--- src/rtl/fetch_stage_pkg.sv ---
// Shared definitions for the instruction fetch stage: state encoding,
// the canonical NOP, boolean aliases and the sequential-PC helper.
package fetch_stage_pkg;

  // Fetch controller states
  typedef enum logic [1:0] {
    IDLE  = 2'd0,
    RUN   = 2'd1,
    STALL = 2'd2
  } fetch_state_e;

  // addi x0, x0, 0 -- presented to decode whenever ir is not a real instruction
  localparam logic [31:0] NOP_INSN = 32'h0000_0013;

  localparam logic TRUE  = 1'b1;
  localparam logic FALSE = 1'b0;

  // Next sequential fetch address; wraps naturally at the top of the 32-bit space
  function automatic logic [31:0] seq_pc(input logic [31:0] pc);
    return pc + 32'd4;
  endfunction

endpackage

--- src/rtl/fetch_stage.sv ---
// Instruction fetch stage: owns the PC, drives a synchronous-read instruction
// memory and presents ir / ir_pc / ir_valid to decode. A one-entry skid
// register keeps the read that is in flight when decode stalls, and execute
// redirects flush everything younger than the target.
module fetch_stage
  import fetch_stage_pkg::*;
#(
  parameter logic [31:0] RESET_PC    = 32'h0000_8000,
  parameter int          IMEM_ADDR_W = 14
) (
  input  logic                   clk,
  input  logic                   rst_n,
  input  logic                   stall_i,
  input  logic                   redirect_i,
  input  logic [31:0]            redirect_pc_i,
  output logic                   imem_en,
  output logic [IMEM_ADDR_W-1:0] imem_addr,
  input  logic [31:0]            imem_rdata,
  output logic [31:0]            ir,
  output logic [31:0]            ir_pc,
  output logic                   ir_valid
);

  fetch_state_e state_q, state_d;

  logic [31:0] pc_q, pc_d;
  logic [31:0] f_pc_q, f_pc_d;
  logic        f_vld_q, f_vld_d;
  logic [31:0] skid_q, skid_d;
  logic [31:0] skid_pc_q, skid_pc_d;
  logic        skid_vld_q, skid_vld_d;
  logic [31:0] ir_q, ir_d;
  logic [31:0] ir_pc_q, ir_pc_d;
  logic        ir_valid_q, ir_valid_d;

  logic        issue;
  logic [31:0] issue_pc;
  logic [31:0] redirect_tgt;

  // Targets are word aligned; the two low bits of the redirect address are ignored
  assign redirect_tgt = redirect_pc_i & ~32'h3;

  // Next-state and datapath control: redirect beats stall beats advance
  always_comb begin
    state_d    = state_q;
    pc_d       = pc_q;
    f_pc_d     = f_pc_q;
    f_vld_d    = f_vld_q;
    skid_d     = skid_q;
    skid_pc_d  = skid_pc_q;
    skid_vld_d = skid_vld_q;
    ir_d       = ir_q;
    ir_pc_d    = ir_pc_q;
    ir_valid_d = ir_valid_q;
    issue      = FALSE;
    issue_pc   = pc_q;

    unique case (state_q)
      IDLE: begin
        state_d = RUN;
      end

      RUN, STALL: begin
        if (redirect_i) begin
          issue      = TRUE;
          issue_pc   = redirect_tgt;
          skid_vld_d = FALSE;
          ir_d       = NOP_INSN;
          ir_valid_d = FALSE;
          state_d    = RUN;
        end else if (stall_i) begin
          if (state_q == RUN) begin
            if (f_vld_q) begin
              skid_d     = imem_rdata;
              skid_pc_d  = f_pc_q;
              skid_vld_d = TRUE;
            end
            f_vld_d = FALSE;
            state_d = STALL;
          end
        end else if (state_q == RUN) begin
          issue      = TRUE;
          ir_d       = f_vld_q ? imem_rdata : NOP_INSN;
          ir_pc_d    = f_pc_q;
          ir_valid_d = f_vld_q;
        end else begin
          issue      = TRUE;
          ir_d       = skid_vld_q ? skid_q : NOP_INSN;
          ir_pc_d    = skid_pc_q;
          ir_valid_d = skid_vld_q;
          skid_vld_d = FALSE;
          state_d    = RUN;
        end
      end

      default: begin
        state_d = IDLE;
      end
    endcase

    if (issue) begin
      f_pc_d  = issue_pc;
      f_vld_d = TRUE;
      pc_d    = seq_pc(issue_pc);
    end
  end

  // All fetch state, including the registered decode-facing outputs
  always_ff @(posedge clk or negedge rst_n) begin
    if (!rst_n) begin
      state_q    <= IDLE;
      pc_q       <= RESET_PC;
      f_pc_q     <= 32'h0;
      f_vld_q    <= FALSE;
      skid_q     <= 32'h0;
      skid_pc_q  <= 32'h0;
      skid_vld_q <= FALSE;
      ir_q       <= NOP_INSN;
      ir_pc_q    <= 32'h0;
      ir_valid_q <= FALSE;
    end else begin
      state_q    <= state_d;
      pc_q       <= pc_d;
      f_pc_q     <= f_pc_d;
      f_vld_q    <= f_vld_d;
      skid_q     <= skid_d;
      skid_pc_q  <= skid_pc_d;
      skid_vld_q <= skid_vld_d;
      ir_q       <= ir_d;
      ir_pc_q    <= ir_pc_d;
      ir_valid_q <= ir_valid_d;
    end
  end

  assign imem_en   = issue;
  assign imem_addr = issue_pc[IMEM_ADDR_W+1:2];
  assign ir        = ir_q;
  assign ir_pc     = ir_pc_q;
  assign ir_valid  = ir_valid_q;

endmodule

--- config.mk ---
export PLATFORM = sky130hd
export DESIGN_NAME = fetch_stage
export DESIGN_NICKNAME = d
export VERILOG_FILES = /design/src/rtl/fetch_stage_pkg.sv /design/src/rtl/fetch_stage.sv
export SDC_FILE = /design/constraint.sdc
export NUM_CORES = 1
export LEC_CHECK = 0
export CAP_MARGIN = 20
export CORE_ASPECT_RATIO = 0.9
export CORE_MARGIN = 1.5
export CORE_UTILIZATION = 47
export DETAILED_ROUTE_END_ITERATION = 7
export PLACE_DENSITY = 0.83
export SETUP_SLACK_MARGIN = 0.1
export SLEW_MARGIN = 10
export SYNTH_ARGS = -nofsm -noshare
export SYNTH_HDL_FRONTEND = slang
export SYNTH_SLANG_ARGS = --single-unit
--- constraint.sdc ---
create_clock -name clk -period 9.35 [get_ports clk]
set_input_delay 0.935 -clock clk [delete_from_list [all_inputs] [get_ports clk]]
set_output_delay 0.935 -clock clk [all_outputs]
set_load 0.05 [all_outputs]
[After elaboration in Yosys (flattened, before gate mapping)]
Cells that the tools add are included.
Operators by class
  add/subtract/negate cells: 1
  equal/unequal tests: 9
  reduce and logical (&&, ||, !) cells: 11
  bitwise operators: 2
  mux-type cells: 29
Operators with widths (number)
  $mux 32: 8
  $add 32x3->32 const B: 1
  $mux 1: 16
  $mux 2: 4
  $ne 4x4->1 const B: 2
  $reduce_and 4->1: 2
  $ne 3x3->1 const B: 2
  $reduce_bool 2->1: 3
  $reduce_and 5->1: 1
  $ne 2x1->1 const B: 2
  $pmux 2 s2: 1
  $reduce_and 2->1: 2
  $ne 3x1->1 const B: 1
  $reduce_and 3->1: 1
  $eq 2x1->1 const B: 1
  $eq 2x2->1 const B: 1
  $logic_not 2->1: 1
  $not 1->1: 2
  $reduce_or 2->1: 1
Storage, ports and cells
  register bits: 197

[Depth between registers and ports, before layout]
  depth after elaboration: 6
  depth in mapped cells: 16
  depth with buffers taken out: 10

[Least setup slack after synthesis]
No wires, ideal clock.
  kind: input port to flip-flop
  start: in redirect_i
  end: reg pc_q[24]
  cell stages on the path: 14
  setup slack: 6.118 ns
  arrival: 3.101 ns
  cell sequence: and2_1 buf_6 buf_4 buf_2 buf_2 buf_2 nand2_1 nand2_1 ha_1 nand4_2 buf_4 nor4_2 xor2_1 o21ai_1
Between the ends
  word-level cells in the longest chain between the ends: 3
  elaborated cells between the ends (all ways): 5
  those cells by class: 1 x add/sub; 4 x mux
Ends and longest elaborated chain
  from (decl): RTL line fetch_stage.sv:14  | input logic redirect_i,
  $mux 32: RTL line fetch_stage.sv:64  | if (redirect_i) begin
  $mux 32: RTL line fetch_stage.sv:58  | unique case (state_q)
  net issue_pc[2]: RTL line fetch_stage.sv:37  | logic [31:0] issue_pc;
  $add 32x3->32: RTL line fetch_stage_pkg.sv:20  | return pc + 32'd4;
  to (signal assigned): RTL line fetch_stage.sv:123  | pc_q <= pc_d;
  to (decl): RTL line fetch_stage.sv:26  | logic [31:0] pc_q, pc_d;
The timed path passes the listed nets, and every way through them passes these cells.
A chain may end at the register's enable or synchronous reset.

[Worst setup path in the final report]
  start: in redirect_i
  end: out imem_addr[8]
Between the ends
  word-level cells in the longest chain between the ends: 2
Ends and longest elaborated chain
  $mux 32: RTL line fetch_stage.sv:64
  $mux 32: RTL line fetch_stage.sv:58
  to (decl): RTL line fetch_stage.sv:17  | output logic [IMEM_ADDR_W-1:0] imem_addr,
No other way between the ends.

==> summary.txt <==
post-route ant nets = 0
Die Y-Extent = 134 µm
Seq/Total Area, Yosys = 52.5%
CTS tree = yes
Core Rows = 47
Hold Crit Class = input port to asynchronous set/reset pin
violation count after the first detailed-routing iteration = 533
Crit path arrival time = 3.77 ns
final worst-path cycle share = 50.3%
Resize count post-CTS = 0
power density over cell area = 381 mW/mm²
cell area after technology mapping = 0.00901 mm²
Max transition margin = 37.8%
average wire per cell in the routed design = 17.5 µm
Hold Violations, Final = 0
yosys synthesis warning count = 0
max capacitance violation total = 0
Slew @ Worst Pin = 0.930 ns
number of antenna diodes = 0
highest attainable clock frequency = 212 MHz
unrepaired setup endpoints after global routing = no
maximum vdd drop = 0.164 mV
CTS Sinks = 189
count of final setup violators = 0
total wire length after detailed routing = 21.5 mm
Total Die Area = 0.0200 mm²
result of the run = finished clean
H-tree level count = 4
depth of the worst register-to-register path = 11
maximum cell stage delay along the critical path = 0.79 ns
starting density of the core = 48.5%
most used standard cells in the synthesized netlist = 185 x sky130_fd_sc_hd__dfrtp_1, 170 x sky130_fd_sc_hd__nand2_1, 88 x sky130_fd_sc_hd__o21ai_0
root cell of the clock tree = sky130_fd_sc_hd__clkbuf_16
launching element type of the critical path = input port
placed wire-length estimate after detailed placement = 14.1 mm
proportion of netlist area held by the largest area contributor = 51.4%
Cells after Synth = 865
accumulated negative setup slack = 0 ns
most common flop cell mapped by yosys = sky130_fd_sc_hd__dfrtp_1
area of the core = 0.0186 mm²
cell-by-cell trace of the critical path = clkdlybuf4s50_1, buf_4, and2_2, buf_4, mux2i_1, buf_4, inv_1, clkdlybuf4s50_1
capture point of the worst reg-to-reg path = pc_q[28]$_DFFE_PN0P_
GRT Total Usage = 22.5%
number of register bits inferred by synthesis = 189
# Post-CTS Setup Buffers = 0
vias after detailed routing = 6976
DRC Markers = 0
met3 Use GR = 4.18%
Max clock buf depth = 2
fillers = 1555
Clk Latency, worst-skew pair = 0.43 ns
cell types with the largest area share after synthesis = sky130_fd_sc_hd__dfrtp_1 51%, sky130_fd_sc_hd__mux2_2 9.4%, sky130_fd_sc_hd__nand2_1 7.1%, sky130_fd_sc_hd__o21ai_0 4.9%, sky130_fd_sc_hd__mux2i_1 4.6%
area overhead of the layout relative to synthesis = 23.3%
gp weighted congestion = 0.835
post-layout min period = 4.71 ns
first-pass GRT wire length = 35.5 mm
clock buffer count from CTS = 17
most numerous cell in the Yosys netlist = sky130_fd_sc_hd__dfrtp_1
library cell occupying the most area in the post-synthesis netlist = sky130_fd_sc_hd__dfrtp_1
Static Leak = 4.81 nW
average cell area after synthesis = 10.4 µm²
R2R Setup Slk = 5.65 ns
layer with the highest usage after global routing = met2
global-route track usage on met1 = 29.4%
maximum fanout encountered on the critical timing path = 40
largest clock skew in the final design = 0.0101 ns
endpoint required time on the critical path = 8.42 ns
clock-pin slew reported for the worst setup and hold paths after clock tree synthesis = 0.07 ns
share of post-route cells with drive strength above 1 = 15.0%
largest net degree at the start of global routing = 134
Pre-antenna DRT Iters = 5
Power Total = 4.23 mW
count of flip-flops with a built-in enable after synthesis = 0
Setup crit end kind = output pin
post-synthesis async set-or-reset flop share = 100%
Top cell by count, worst path = sky130_fd_sc_hd__buf_4
reg-to-reg critical path startpoint = state_q[0]$_DFFE_PN0P_
via/cell ratio = 5.67
Horiz. Die Dim = 149 µm
slowest CP cell = sky130_fd_sc_hd__clkdlybuf4s50_1
Final Max Slew Viols = 0
routing usage on met2 = 37.4%
number of global-route vias before repair = 7088
number of nets in the finished design = 1046
number of distinct standard cells referenced by the synthesized netlist = 55
IO buf count = 143
antenna violations before repair = 0
count of pins on the block boundary = 148
grt total ovfl = 0
Crit Path Class = input port to output pin
number of buffers inserted by hold repair at cts = 0
## final cells by class
| class | instances | area (µm²) | share of cell area, % |
|---|---|---|---|
| clock buffers | 20 | 457 | 4.11 |
| clock inverters | 12 | 104 | 0.935 |
| inverters | 12 | 45.0 | 0.405 |
| multi-input cells | 596 | 3910 | 35.2 |
| flip-flops and latches | 189 | 4730 | 42.6 |
| well taps | 245 | 307 | 2.76 |
| repair buffers | 156 | 1550 | 14.0 |
## cells by family after synthesis
kind of cell | after synthesis | share of synthesized area (%)
other cells | 1 | 0.0416
flops | 189 | 52.5
fa+ha+maj | 6 | 0.833
mux | 116 | 13.9
simple gates | 274 | 14.5
xor+xnor | 15 | 1.46
buf+inv | 81 | 4.44
compound gates | 183 | 12.2
## sequential cells by signal, indices dropped and copies added (netlist names)
register	count
ir	32
skid_q	32
f_pc_q	30
ir_pc	30
pc_q	30
skid_pc_q	30
state_q	2
f_vld_q	1
ir_valid	1
skid_vld_q	1
## worst max-delay path: cells and delay by family
kind	cells	cell delay (ns)
mux	1	0.15
buf+inv	6	2.26
simple gates	1	0.41
## cells in the final DEF, fill, tap and decap left out, types with 6 or more instances in the layout
cell | synthesis | final
sky130_fd_sc_hd__dfrtp_1 | 185 | 185
sky130_fd_sc_hd__a21oi_1 | 13 | 13
sky130_fd_sc_hd__nor3_1 | 11 | 11
sky130_fd_sc_hd__o21ai_0 | 88 | 88
sky130_fd_sc_hd__clkbuf_16 | 0 | 17
sky130_fd_sc_hd__a21o_1 | 8 | 8
sky130_fd_sc_hd__buf_4 | 18 | 12
sky130_fd_sc_hd__o21ai_1 | 10 | 9
sky130_fd_sc_hd__clkdlybuf4s50_1 | 0 | 142
sky130_fd_sc_hd__mux2i_1 | 41 | 41
sky130_fd_sc_hd__nand2_1 | 170 | 170
sky130_fd_sc_hd__inv_1 | 11 | 11
sky130_fd_sc_hd__nand3_1 | 10 | 9
sky130_fd_sc_hd__mux2_2 | 75 | 75
sky130_fd_sc_hd__a211oi_1 | 7 | 7
sky130_fd_sc_hd__nand4_1 | 16 | 16
sky130_fd_sc_hd__nor2_1 | 33 | 32
sky130_fd_sc_hd__and3_1 | 6 | 6
sky130_fd_sc_hd__xnor2_1 | 12 | 12
sky130_fd_sc_hd__a22oi_1 | 31 | 31
## stage by stage
step	std cells	setup WS, ns	hold slack, ns	utilization [%]	cell area, µm²
detailed placement	1197	4.67	0.467	56.6	10500
CTS	1229	4.64	0.483	59.6	11100
global placement	1197	4.71	0.452	56.6	10500
finish	1230	4.64	0.423	59.8	11100
floorplan	866	6.12	0.445	-	9010
global route	1230	4.53	0.424	59.8	11100
## power by group
group / internal (mW) / total [mW] / switching, mW
clock network: 0.363 / 0.694 / 0.331
registers: 1.19 / 1.41 / 0.219
logic: 0.765 / 2.13 / 1.36
## metal layers
metal / vias up / share of wire (%)
li1: 3223 / -
met1: 3491 / 43
met2: 234 / 50
met3: 28 / 5.5
met4: 0 / 1.4
met5: - / 0
## worst max path at each step
| stage | start | endpoint | slack (ns) | cells after the start |
|---|---|---|---|---|
| 5_1_grt | redirect_i | imem_addr[8] | 4.53 | 8 |
| 6_report | redirect_i | imem_addr[8] | 4.64 | 8 |
| 3_5_place_dp | redirect_i | imem_addr[8] | 4.67 | 8 |
| 3_3_place_gp | redirect_i | imem_addr[8] | 4.71 | 8 |
| 4_1_cts | redirect_i | imem_addr[8] | 4.64 | 8 |
| 2_1_floorplan | redirect_i | pc_q[24]$_DFFE_PN0P_ | 6.12 | 14 |
Note: power is estimated with default switching activity, not from simulation.
==> edit: new RTL, same settings <==
Re-encode `fetch_state_e` (3 states) as one-hot, 3 bits wide.
--- a/src/rtl/fetch_stage_pkg.sv
+++ b/src/rtl/fetch_stage_pkg.sv
@@ -3,10 +3,10 @@
 package fetch_stage_pkg;
 
   // Fetch controller states
-  typedef enum logic [1:0] {
-    IDLE  = 2'd0,
-    RUN   = 2'd1,
-    STALL = 2'd2
+  typedef enum logic [2:0] {
+    IDLE  = 3'b001,
+    RUN   = 3'b010,
+    STALL = 3'b100
   } fetch_state_e;
 
   // addi x0, x0, 0 -- presented to decode whenever ir is not a real instruction
Formal check against the unedited RTL: same outputs for any inputs over 4 cycles, from zero or initial values and one cycle with rst_n low; so few cycles prove little.
==> edit against the unedited design <==
  * Sequential power barely moved
  * Sequential share of layout area fell by 0.75 points
  * Area after synthesis rose by 2.9%
  * Routed wire length rose by 4.2%
  * Total power fell by 4.3%
  * Via count rose by 3.7%
  * Register-to-register slack got worse by 0.10 ns
  * Critical path depth fell by 1
  * Cell area rose by 2.4%
  * Sequential cell count rose by 1
  * Worst setup slack got worse by 0.16 ns
  * Non-clock buffer count fell by 1
  * Critical endpoint is now imem_addr[5]
  * Highest routed layer unchanged
==> edit: results (changes against the unedited design) <==
Hold path
  • HP Class: register to register
  • Launch point of the worst hold path: ir_pc[13]$_DFFE_PN0P_

Yosys
  • Most used standard cells in the synthesized netlist: 185 x dfrtp_1, 162 x nand2_1, 84 x o21ai_0, 65 x mux2_2, 45 x nor2_1
  • Number of instances in the synthesized netlist: 924 (+6.8%)
  • Count of synthesis-stage warnings from yosys: 0 (unchanged)
  • Area share of fa/ha/maj cells after synthesis: 0.135% (-0.70 points)
  • Synth unique cells: 62 (+13%)
  • Fraction of synthesized area in multiplexers: 12.6% (-1.3 points)
  • Share of the yosys chip area belonging to registers: 51.3% (-1.2 points)
  • XOR/XNOR share of the synthesized area: 1.51% (+0.053 points)
  • Most area-consuming cells after synthesis: dfrtp_1 50%, mux2_2 7.9%, nand2_1 6.6%, mux2i_1 4.7%, o21ai_0 4.5%
  • Share of the synthesized area in compound gates (AO/OA/AOI/OAI): 14.3% (+2.1 points)

STA
  • Final clock skew: 0.0102 ns (+0.000119 ns)
  • Slew at the pin closest to its max-slew limit: 0.984 ns (+0.0536 ns)
  • Total negative setup slack: 0 ns (unchanged)

Placement
  • Post-place instance area: 10800 um2 (+2.3%)
  • Final HPWL DP: 15.0 mm (+6.6%)
  • RD Place Congestion: 0.928 (+11%)
  • Post-placement cell count: 1254 (+4.8%)
  • Setup WS pre-CTS: 4.54 ns (-0.132 ns)

GRT
  • Via count of the first global-routing pass: 7181 (+1.3%)
  • Antenna violations before repair: 0 (unchanged)
  • Maximum number of pins on one net before global-route repair: 124 (-7.5%)
  • Global-route wire length before repair: 36.6 mm (+3.1%)
  • GRT Total Usage: 22.7% (+0.23 points)

Drt
  • DRC violation total after the first TritonRoute iteration: 761 (+43%)
  • Average detailed-routed wire length per instance: 17.4 um (-0.36%)
  • Vias per Instance: 5.62 (-0.86%)
  • Total Wirelength: 22.4 mm (+4.2%)
  • First-pass iteration count of the detailed router: 5 (unchanged)

Worst setup path
  • Crit-path max FO: 44 (+10%)
  • Crit. Startpoint: redirect_i
  • Critical register-to-register path startpoint: state_q[2]$_DFFE_PN0P_
  • Arrival @ worst endpoint: 3.93 ns (+0.16 ns)
  • Cell count of the worst reg-to-reg path: 12 (+1)
  • Reg-to-reg slack, setup: 5.55 ns (-0.10 ns)
  • Capture point of the worst reg-to-reg path: pc_q[30]$_DFFE_PN0P_

Run status
  • Result of the run: complete, no violations

Clocking
  • Root buf cell: clkbuf_16
  • Number of buffers inserted during clock tree synthesis: 17 (unchanged)
  • Clock latency at the later pin of the worst-skew pair: 0.43 ns (about the same)
  • Clock Tree Buf Depth: 2 (unchanged)
  • Post-CTS setup buffer count: 0 (unchanged)
  • Clock transition time at the flip-flop clock pins of the worst setup and hold paths: 0.07 ns (about the same)
  • PostCTS Resize Cnt: 0 (unchanged)

Finish
  • Antenna Diode Count: 0 (unchanged)
  • Layout cell share with drive strength beyond 1: 12.4% (-2.7 points)
  • Final layout net count: 1092 (+4.4%)

Power
  • Static Leak: 4.85 nW (+0.79%)
  • Worst VDD drop: 0.206 mV (+25%)
-- edit: kinds of logic after synthesis --
kind of cell / after synthesis
AO/OA/AOI/OAI: 209
adder cells (fa/ha/maj): 1
buffers and inverters: 86
flip-flops: 190
other: 1
multiplexers: 109
AND/OR/NAND/NOR: 315
XOR/XNOR: 13
-- edit: per-stage QoR --
stage / hold WS [ns] / util, %
finish: 0.481 / 59.0
global route: 0.512 / 59.0
CTS: 0.488 / 59.0
detailed placement: 0.470 / 55.8
global placement: 0.460 / 55.8
floorplan: 0.462 / -
-- edit: how the worst max path moves through the flow --
stage / to / slack [ns]
floorplan: pc_q[30]$_DFFE_PN0P_ / 5.82
global placement: imem_addr[5] / 4.61
detailed placement: imem_addr[5] / 4.54
CTS: imem_addr[5] / 4.52
global route: imem_addr[5] / 4.31
finish: imem_addr[5] / 4.49
-- edit: critical path: stages --
cell             delay (ns)
clkdlybuf4s50_1        0.58
nand2b_1               0.34
nor2_2                 0.25
buf_4                  0.48
mux2i_1                0.45
inv_1                  0.13
clkdlybuf4s50_1        0.74
-- edit: final cells by class --
type	count	area (um2)
fill	1610	7910
tap	250	313
clock inverter	15	181
sequential	190	4760
timing repair buffer	155	1530
multi-input combinational	649	4130
inverter	10	37.5
clock buffer	17	425
-- edit: routing by layer --
metal	GRT usage, %	up-vias	share of wire, %
met5	0	-	0
met4	6.74	0	2.1
met3	5.27	35	8.0
met2	35.5	260	45
met1	31.5	3478	45
li1	-	3458	-
-- edit: power breakdown --
| part | total (mW) | internal (mW) | switching, mW | leakage [nW] |
|---|---|---|---|---|
| Sequential | 1.41 | 1.18 | 0.229 | 2.43 |
| Combinational | 1.91 | 0.685 | 1.23 | 2.13 |
| Clock | 0.731 | 0.366 | 0.365 | 0.296 |
